==> src/rtl/alu_sequencer_pkg.sv <==
// -----------------------------------------------------------------------------
// alu_sequencer_pkg
// Shared definitions for the ALU sequencer: opcode constants, FSM state type,
// the latched request record and the write-back destination decode.
// Register class opcodes have bit4=0 (operand B from rs).
// Immediate class opcodes have bit4=1 (operand B from imm).
// -----------------------------------------------------------------------------
package alu_sequencer_pkg;

    localparam logic [4:0] kMV   = 5'h00;
    localparam logic [4:0] kADD  = 5'h01;
    localparam logic [4:0] kSUB  = 5'h02;
    localparam logic [4:0] kAND  = 5'h03;
    localparam logic [4:0] kOR   = 5'h04;
    localparam logic [4:0] kXOR  = 5'h05;
    localparam logic [4:0] kSLL  = 5'h06;
    localparam logic [4:0] kLW   = 5'h07;
    localparam logic [4:0] kSW   = 5'h08;
    localparam logic [4:0] kB    = 5'h09;
    localparam logic [4:0] kBLT  = 5'h0A;
    localparam logic [4:0] kBEQ  = 5'h0B;
    localparam logic [4:0] kSTOP = 5'h0C;
    localparam logic [4:0] kLI   = 5'h10;
    localparam logic [4:0] kADDI = 5'h11;

    typedef enum logic [2:0] {IDLE, ACCEPT, EXEC, MEMW, WB, HALT} seq_state_t;

    typedef enum logic [1:0] {DST_NONE, DST_R0, DST_RS} wb_dst_t;

    typedef struct packed {
        logic [4:0] op;
        logic [7:0] imm;
    } seq_req_t;

    // Where the write-back of an op lands; unknown opcodes write nothing.
    function automatic wb_dst_t wb_dst(input logic [4:0] op);
        wb_dst_t d;
        case (op)
            kMV, kLW:                                    d = DST_RS;
            kADD, kSUB, kAND, kOR, kXOR, kSLL, kLI, kADDI: d = DST_R0;
            default:                                     d = DST_NONE;
        endcase
        return d;
    endfunction

endpackage

==> src/rtl/alu_sequencer_perf.sv <==
// -----------------------------------------------------------------------------
// alu_seq_perf
// Saturating 16-bit event counters for the sequencer (built only when
// ALU_SEQ_PERF_EN is defined in the top).
// Ports:
//   clk, rst_n     clock, async active-low reset (clears counters)
//   retire         one count per retired instruction
//   stall          one count per ACCEPT cycle without an offered request
//   perf_retired   retire count, saturates at 16'hFFFF
//   perf_stall     stall count, saturates at 16'hFFFF
// -----------------------------------------------------------------------------
module alu_seq_perf (
    input  logic        clk,
    input  logic        rst_n,
    input  logic        retire,
    input  logic        stall,
    output logic [15:0] perf_retired,
    output logic [15:0] perf_stall
);

    logic [1:0][15:0] cnt;
    logic [1:0]       inc;

    assign inc = {stall, retire};

    always_ff @(posedge clk or negedge rst_n) begin
        if (!rst_n) begin
            cnt <= '0;
        end else begin
            for (int i = 0; i < 2; i++) begin
                if (inc[i] && cnt[i] != 16'hFFFF)
                    cnt[i] <= cnt[i] + 16'd1;
            end
        end
    end

    assign perf_retired = cnt[0];
    assign perf_stall   = cnt[1];

endmodule

==> src/rtl/alu_sequencer.sv <==
// -----------------------------------------------------------------------------
// alu_sequencer
// Multi-cycle control FSM moving one instruction at a time through the 8-bit
// ALU: ACCEPT -> EXEC -> (MEMW for LW) -> WB, with HALT entered on STOP.
// Optional feature macro: ALU_SEQ_PERF_EN adds perf_retired / perf_stall.
// Ports:
//   Clk, Reset_n            clock, async active-low reset
//   Start / Halt            run control (level in) / halted status
//   req_*                   valid/ready instruction offer from decode
//   rf_raddr, rf_rdata_a/b  register reads (port A is always r0)
//   rf_we/waddr/wdata       register write, pulsed in WB
//   alu_op/a/b, alu_out/eq/lt  external ALU, driven during EXEC only
//   mem_re/we/addr/wdata/rdata data memory
//   flag_eq, flag_lt        compare flags, updated only by BEQ / BLT
//   br_taken, br_target     branch pulse and latched target
//   retire                  one pulse per completed instruction
// -----------------------------------------------------------------------------
module alu_sequencer
    import alu_sequencer_pkg::*;
#(
    parameter int RAW     = 4,
    parameter int MEM_LAT = 1
) (
    input  logic           Clk,
    input  logic           Reset_n,
    input  logic           Start,
    output logic           Halt,
    input  logic           req_valid,
    output logic           req_ready,
    input  logic [4:0]     req_op,
    input  logic [RAW-1:0] req_rs,
    input  logic [7:0]     req_imm,
    output logic [RAW-1:0] rf_raddr,
    input  logic [7:0]     rf_rdata_a,
    input  logic [7:0]     rf_rdata_b,
    output logic           rf_we,
    output logic [RAW-1:0] rf_waddr,
    output logic [7:0]     rf_wdata,
    output logic [4:0]     alu_op,
    output logic [7:0]     alu_a,
    output logic [7:0]     alu_b,
    input  logic [7:0]     alu_out,
    input  logic           alu_eq,
    input  logic           alu_lt,
    output logic           mem_re,
    output logic           mem_we,
    output logic [7:0]     mem_addr,
    output logic [7:0]     mem_wdata,
    input  logic [7:0]     mem_rdata,
    output logic           flag_eq,
    output logic           flag_lt,
    output logic           br_taken,
    output logic [7:0]     br_target,
    output logic           retire
`ifdef ALU_SEQ_PERF_EN
    ,
    output logic [15:0]    perf_retired,
    output logic [15:0]    perf_stall
`endif
);

    localparam logic [2:0] LAST = 3'(MEM_LAT - 1);

    seq_state_t     state, nstate;
    seq_req_t       req_q;
    logic [RAW-1:0] rs_q;
    logic [7:0]     res_q;
    logic [7:0]     mdata_q;
    logic [2:0]     cnt_q;
    logic           start_q;
    wb_dst_t        dst;

    always_ff @(posedge Clk or negedge Reset_n) begin
        if (!Reset_n) begin
            state   <= IDLE;
            req_q   <= '0;
            rs_q    <= '0;
            res_q   <= '0;
            mdata_q <= '0;
            cnt_q   <= '0;
            start_q <= 1'b0;
            flag_eq <= 1'b0;
            flag_lt <= 1'b0;
        end else begin
            state   <= nstate;
            start_q <= Start;
            if (state == ACCEPT && req_valid) begin
                req_q <= '{op: req_op, imm: req_imm};
                rs_q  <= req_rs;
            end
            // Flags are only sampled from the ALU on the compare ops, so they
            // are already valid for the branch decision in WB.
            if (state == EXEC) begin
                res_q <= alu_out;
                if (req_q.op == kBEQ) flag_eq <= alu_eq;
                if (req_q.op == kBLT) flag_lt <= alu_lt;
            end
            cnt_q <= (state == MEMW) ? cnt_q + 3'd1 : 3'd0;
            if (state == MEMW && cnt_q == LAST)
                mdata_q <= mem_rdata;
        end
    end

    assign dst       = wb_dst(req_q.op);
    assign rf_raddr  = rs_q;
    assign br_target = req_q.imm;

    always_comb begin
        nstate    = state;
        Halt      = 1'b0;
        req_ready = 1'b0;
        rf_we     = 1'b0;
        rf_waddr  = '0;
        rf_wdata  = '0;
        alu_op    = '0;
        alu_a     = '0;
        alu_b     = '0;
        mem_re    = 1'b0;
        mem_we    = 1'b0;
        mem_addr  = '0;
        mem_wdata = '0;
        br_taken  = 1'b0;
        retire    = 1'b0;
        case (state)
            IDLE: begin
                if (Start) nstate = ACCEPT;
            end
            ACCEPT: begin
                req_ready = 1'b1;
                if (req_valid) nstate = EXEC;
            end
            EXEC: begin
                alu_op = req_q.op;
                alu_a  = rf_rdata_a;
                alu_b  = req_q.op[4] ? req_q.imm : rf_rdata_b;
                if (req_q.op == kSLL) alu_b = {7'b0, req_q.imm[0]};
                nstate = (req_q.op == kLW) ? MEMW : WB;
            end
            MEMW: begin
                mem_re   = 1'b1;
                mem_addr = res_q;
                if (cnt_q == LAST) nstate = WB;
            end
            WB: begin
                retire = 1'b1;
                nstate = ACCEPT;
                case (dst)
                    DST_R0: begin
                        rf_we    = 1'b1;
                        rf_wdata = res_q;
                    end
                    DST_RS: begin
                        rf_we    = 1'b1;
                        rf_waddr = rs_q;
                        rf_wdata = (req_q.op == kLW) ? mdata_q : res_q;
                    end
                    default: ;
                endcase
                case (req_q.op)
                    kSW: begin
                        mem_we    = 1'b1;
                        mem_addr  = rf_rdata_a;
                        mem_wdata = rf_rdata_b;
                    end
                    kB:      br_taken = 1'b1;
                    kBEQ:    br_taken = flag_eq;
                    kBLT:    br_taken = flag_lt;
                    kSTOP:   nstate   = HALT;
                    default: ;
                endcase
            end
            HALT: begin
                Halt = 1'b1;
                // Leave only on a fresh rising edge so a held Start cannot
                // immediately restart past a STOP.
                if (Start && !start_q) nstate = IDLE;
            end
            default: nstate = IDLE;
        endcase
    end

`ifdef ALU_SEQ_PERF_EN
    alu_seq_perf u_perf (
        .clk          (Clk),
        .rst_n        (Reset_n),
        .retire       (retire),
        .stall        (state == ACCEPT && !req_valid),
        .perf_retired (perf_retired),
        .perf_stall   (perf_stall)
    );
`endif

endmodule

==> config.mk <==
export PLATFORM = sky130hd
export DESIGN_NAME = alu_sequencer
export DESIGN_NICKNAME = d
export VERILOG_FILES = /design/src/rtl/alu_sequencer_pkg.sv /design/src/rtl/alu_sequencer_perf.sv /design/src/rtl/alu_sequencer.sv
export SDC_FILE = /design/constraint.sdc
export NUM_CORES = 1
export LEC_CHECK = 0
export BUFFER_PORTS_ARGS = -buffer_cell sky130_fd_sc_hd__buf_2
export CORE_MARGIN = 1
export CORE_UTILIZATION = 40
export CTS_CLUSTER_DIAMETER = 60
export DETAILED_ROUTE_END_ITERATION = 12
export GPL_TIMING_DRIVEN = 0
export PLACE_DENSITY = 0.71
export SLEW_MARGIN = 25
export SYNTH_ARGS = -nofsm -noshare
export SYNTH_HDL_FRONTEND = slang
export SYNTH_SLANG_ARGS = --single-unit
==> constraint.sdc <==
create_clock -name Clk -period 5.2 [get_ports Clk]
set_input_delay 0.78 -clock Clk [delete_from_list [all_inputs] [get_ports Clk]]
set_output_delay 0.78 -clock Clk [all_outputs]
set_load 0.01 [all_outputs]
# After elaboration in Yosys (flattened, before gate mapping)
# Memories as Yosys holds them, arrays and structs flattened.
# Cells that the tools add are included.
[classes]
muxes = 32
eq_ne = 18
n_addsub = 1
reduce_logical = 10
[op_table]
columns = ["op", "n"]
rows = [
  ["$mux 8", 9],
  ["$pmux 8 s2", 2],
  ["$eq 5x4->1 const B", 5],
  ["$mux 3", 7],
  ["$pmux 3 s6", 1],
  ["$eq 5x3->1 const B", 2],
  ["$mux 1", 9],
  ["$mux 4", 2],
  ["$eq 3x2->1 const B", 2],
  ["$eq 3x3->1 const B", 2],
  ["$logic_not 3->1", 2],
  ["$ne 2x2->1 const B", 3],
  ["$mux 5", 1],
  ["$reduce_and 2->1", 2],
  ["$reduce_and 4->1", 1],
  ["$add 3x1->3 const B", 1],
  ["$eq 3x1->1 const B", 1],
  ["$logic_and 1x1->1", 3],
  ["$pmux 1 s3", 1],
  ["$eq 2x1->1 const B", 1],
  ["$eq 2x2->1 const B", 1],
  ["$ne 2x1->1 const B", 1],
  ["$reduce_or 2->1", 1],
  ["$logic_not 1->1", 1],
]
[totals]
word_cells = 72
inputBits = 55
out_inout_bits = 70
memories = 1
ff_bits = 42
mem_bits_ro = 64
[memory_table]
columns = ["memory", "depth", "width", "read_ports", "rd_clocked_by_memory_dff", "write_ports", "line_no", "text"]
rows = [
  ["(name not given)", 32, 2, 1, 0, 0, "alu_sequencer_pkg.sv:38", "case (op)"],
]

# Longest topological paths before layout
# An unclocked memory read counts as a cell.
[depth]
ltp_word = 5
depth_mapped = 8
ltp_nobuf = 7

# Worst setup path after synthesis
# OpenSTA, ideal clock, no wires.
[synth_timing]
path_kind = "register to output"
startpoint = "reg req_q[9] (netlist name)"
endpoint = "out rf_wdata[0]"
t_arrival_ns = 2.213
required_time_ns = 4.420
stages_incl_launch_ff = 8
path_buffers = 1
setup_slack_ns = 2.207
cell_sequence = "dfrtp_1 > clkbuf_1 > nor4_1 > nor4_1 > ha_1 > nor3_1 > o21a_1 > a22o_1"
[synth_via]
elab_chain_cells = 4
elab_cells_between_ends = 7
cone_classes = "eq/ne: 3; mux: 3; memory: 1"
[synth_lines]
columns = ["item", "line_no", "text"]
rows = [
  ["start, declared", "alu_sequencer.sv:65", "seq_req_t req_q;"],
  ["start signal, assigned", "alu_sequencer.sv:88", "req_q <= '{op: req_op, imm: req_imm};"],
  ["$mem_v2 32x2 / $eq 5x3->1 (equally long branches)", "-", ""],
  ["$eq 2x2->1 (tied with other cells)", "alu_sequencer.sv:147", "case (dst)"],
  ["$pmux 8 s2 *", "alu_sequencer.sv:147", ""],
  ["$mux 8 *", "alu_sequencer.sv:124", "case (state)"],
  ["end, declared", "alu_sequencer.sv:38", "output logic [7:0] rf_wdata,"],
]
# Every way passes the cells marked *; elsewhere a longest branch is shown, timed or not.

# Worst setup path in the final report
[layout_timing]
startpoint = "reg req_q[9] (netlist name)"
endpoint = "out rf_wdata[3]"
# Same word-level chain as after synthesis.

==> results_dict.tcl <==
set metrics [dict create \
    worst_slew_pin_slew_ps 587 \
    synth-main-ff-cell "dfrtp_1" \
    p_leak_nw 1.73 \
    cts_buffers 5 \
    synth-seq-cells 42 \
    fin_crit_sh 0.722 \
    insertion_delay_ps 290 \
    synth_edf_count 0 \
    grt_pass1_vias 2034 \
    reg2regPathDepth 4 \
    wl_per_cell_um 14.2 \
    ys_top_cells_by_area "dfrtp_1 (42%), mux2_2 (15%), and2_1 (5.8%)" \
    clock-sinks 42 \
    first_iter_violations 60 \
    post_cts_resized 0 \
    grt_max_degree 43 \
    diodes 0 \
    gp_congestion 0.851 \
    min_period_ps 3750 \
    syn-num-nets 287 \
    peakVddDrop_v 0.000199 \
    slew_headroom 0.609 \
    cts_root_buf "clkbuf_8" \
    firstDrtPassIters 4 \
    grt_pass1_wl_mm 10.0 \
    worst_hold_path_type "reg -> reg" \
    startpoint_type "register" \
    area_growth_syn_to_layout_pct 32.5 \
    fin_ws_ps 1450 \
    cp_max_fo 10 \
    vias_per_cell 4.97 \
    yosysWarnings 0 \
    end_kind "output port" \
    io_buffers 124 \
    die_w_um 81.0 \
    syn_inst 228 \
    synth_top_area_frac 0.421 \
    rsz0062_at_grt "false" \
    drt_wl_total_mm 6.18 \
    syn_area_per_cell_um2 11.0 \
    skew_ps 5.16 \
    grt_antenna_before_repair 0 \
    synth_seq_area_share 0.421 \
    cts_buffer_depth 2 \
    ys_top_cells_by_count "dfrtp_1 (42), mux2_2 (33), and2_1 (23)" \
    cts_hold_buffers 0 \
    required_ps 4420 \
    yosysMostFrequentCell "dfrtp_1" \
    drc 0 \
    detailed_place_hpwl_mm 4.67 \
    ant_nets 0 \
    synth_cell_types 41 \
    core_um2 5960 \
    tns_ps 0 \
    setup_viol 0 \
    io_pins 125 \
    crit_arrival_ps 2970 \
    cts_max_level 2 \
    critical_path_class "reg -> out" \
    maxCapViolCount 0 \
    clk_pin_slew_ps 80 \
    drive_above_1_share 0.533 \
    outcome "complete, no violations" \
    synth_largest_area_cell "dfrtp_1" \
    synthesis.area_um2 2500 \
    max_freq_mhz 267 \
    grt_usage 0.201 \
    die_area_um2 6570 \
    async_flop_share 1.00 \
    num_rows 28 \
    final_nets 418 \
    hold_violations 0 \
    initial_core_util 0.420 \
    power_per_cell_area_nw_per_um2 493 \
    cts_tree "built" \
    worstHoldPathCells 1 \
    num_vias 2164 \
    die_y_um 81.0 \
    maxSlewViolCount 0 \
    grt_overflow_total 0 \
    pre_cts_slack_ps 1810 \
    cts_setup_buffers 0 \
]
[cell usage in the layout, fill, tap and decap left out, types with 2 or more instances in the layout]
cell	synthesis	layout
buf_6	3	3
nand2_1	4	4
a21oi_1	5	5
nor2_1	13	13
nand3_1	3	3
mux2_2	33	33
a31oi_1	2	2
o21a_1	2	2
clkbuf_8	0	6
clkbuf_1	4	4
nor2b_1	2	2
nand2b_1	3	3
a21boi_0	2	2
nand3b_1	2	2
inv_1	8	8
and3_1	5	5
and2_1	23	23
mux2i_1	7	7
dfrtp_1	42	42
o21ai_0	6	6
nor4_1	3	3
buf_2	3	126
ha_1	4	4
nor3_1	4	4
a22o_1	16	16
nor3_4	2	2
nor3b_4	2	2
buf_4	11	12
[metrics by stage]
step           total power, mW  utilization  area [um2]  std cells  hold WS [ps]
2_1_floorplan             1.18            -        2500        228           431
3_3_place_gp              1.40        0.539        3210        427           447
3_5_place_dp              1.42        0.539        3210        427           454
4_1_cts                   1.65        0.555        3310        435           465
5_1_grt                   1.77        0.556        3310        435           493
6_report                  1.63        0.556        3310        435           461
[sequential cells by signal (all words and copies together), names as in the netlist]
register	cells
res_q	8
start_q	1
cnt_q	3
flag_lt	1
flag_eq	1
mdata_q	8
state	3
req_q	5
rf_raddr	4
br_target	8
[cell type report]
class / count / area, um2
Multi-Input combinational cell: 157 / 1270
Clock inverter: 2 / 12.5
Inverter: 8 / 30.0
Fill cell: 559 / 2650
Sequential cell: 42 / 1050
Timing Repair Buffer: 124 / 623
Clock buffer: 6 / 82.6
Tap cell: 75 / 93.8
Buffer: 21 / 146
[worst paths after layout]
path,slack [ps],endpoint,startpoint
max in group asynchronous,4360,cnt_q[2],Reset_n
worst max-delay path,1450,rf_wdata[3],req_q[9]
min in group asynchronous,470,state[0],Reset_n
worst max register to register,3380,res_q[5],state[2]
worst min register to register,460,cnt_q[0],cnt_q[0]
worst min-delay path,460,cnt_q[0],cnt_q[0]
[power by group]
group          internal, mW  switching, mW  total [mW]
Combinational         0.420          0.411       0.831
Sequential            0.479          0.102       0.581
Clock                 0.107          0.113       0.220
[routing by layer]
layer,vias up,global-route usage,share of wire
li1,1063,-,-
met1,1037,0.266,0.45
met2,59,0.335,0.50
met3,5,0.0326,0.041
met4,0,0.0607,0.0096
met5,-,0,0
[kinds of logic after synthesis]
family	share of synthesized area
fa+ha+maj	0.0200
flops	0.421
compound gates	0.114
mux	0.183
xor+xnor	0.00351
buf+inv	0.0706
simple gates	0.189
[critical path, stage by stage (launching register included)]
cell and delay, ps:
dfrtp_1 400, clkbuf_1 360, nor4_1 110, nor4_1 380, ha_1 330, nor3_1 340, o21a_1 410, a22o_1 210
buf_2 130
Note: power is estimated with default switching activity, not from simulation.
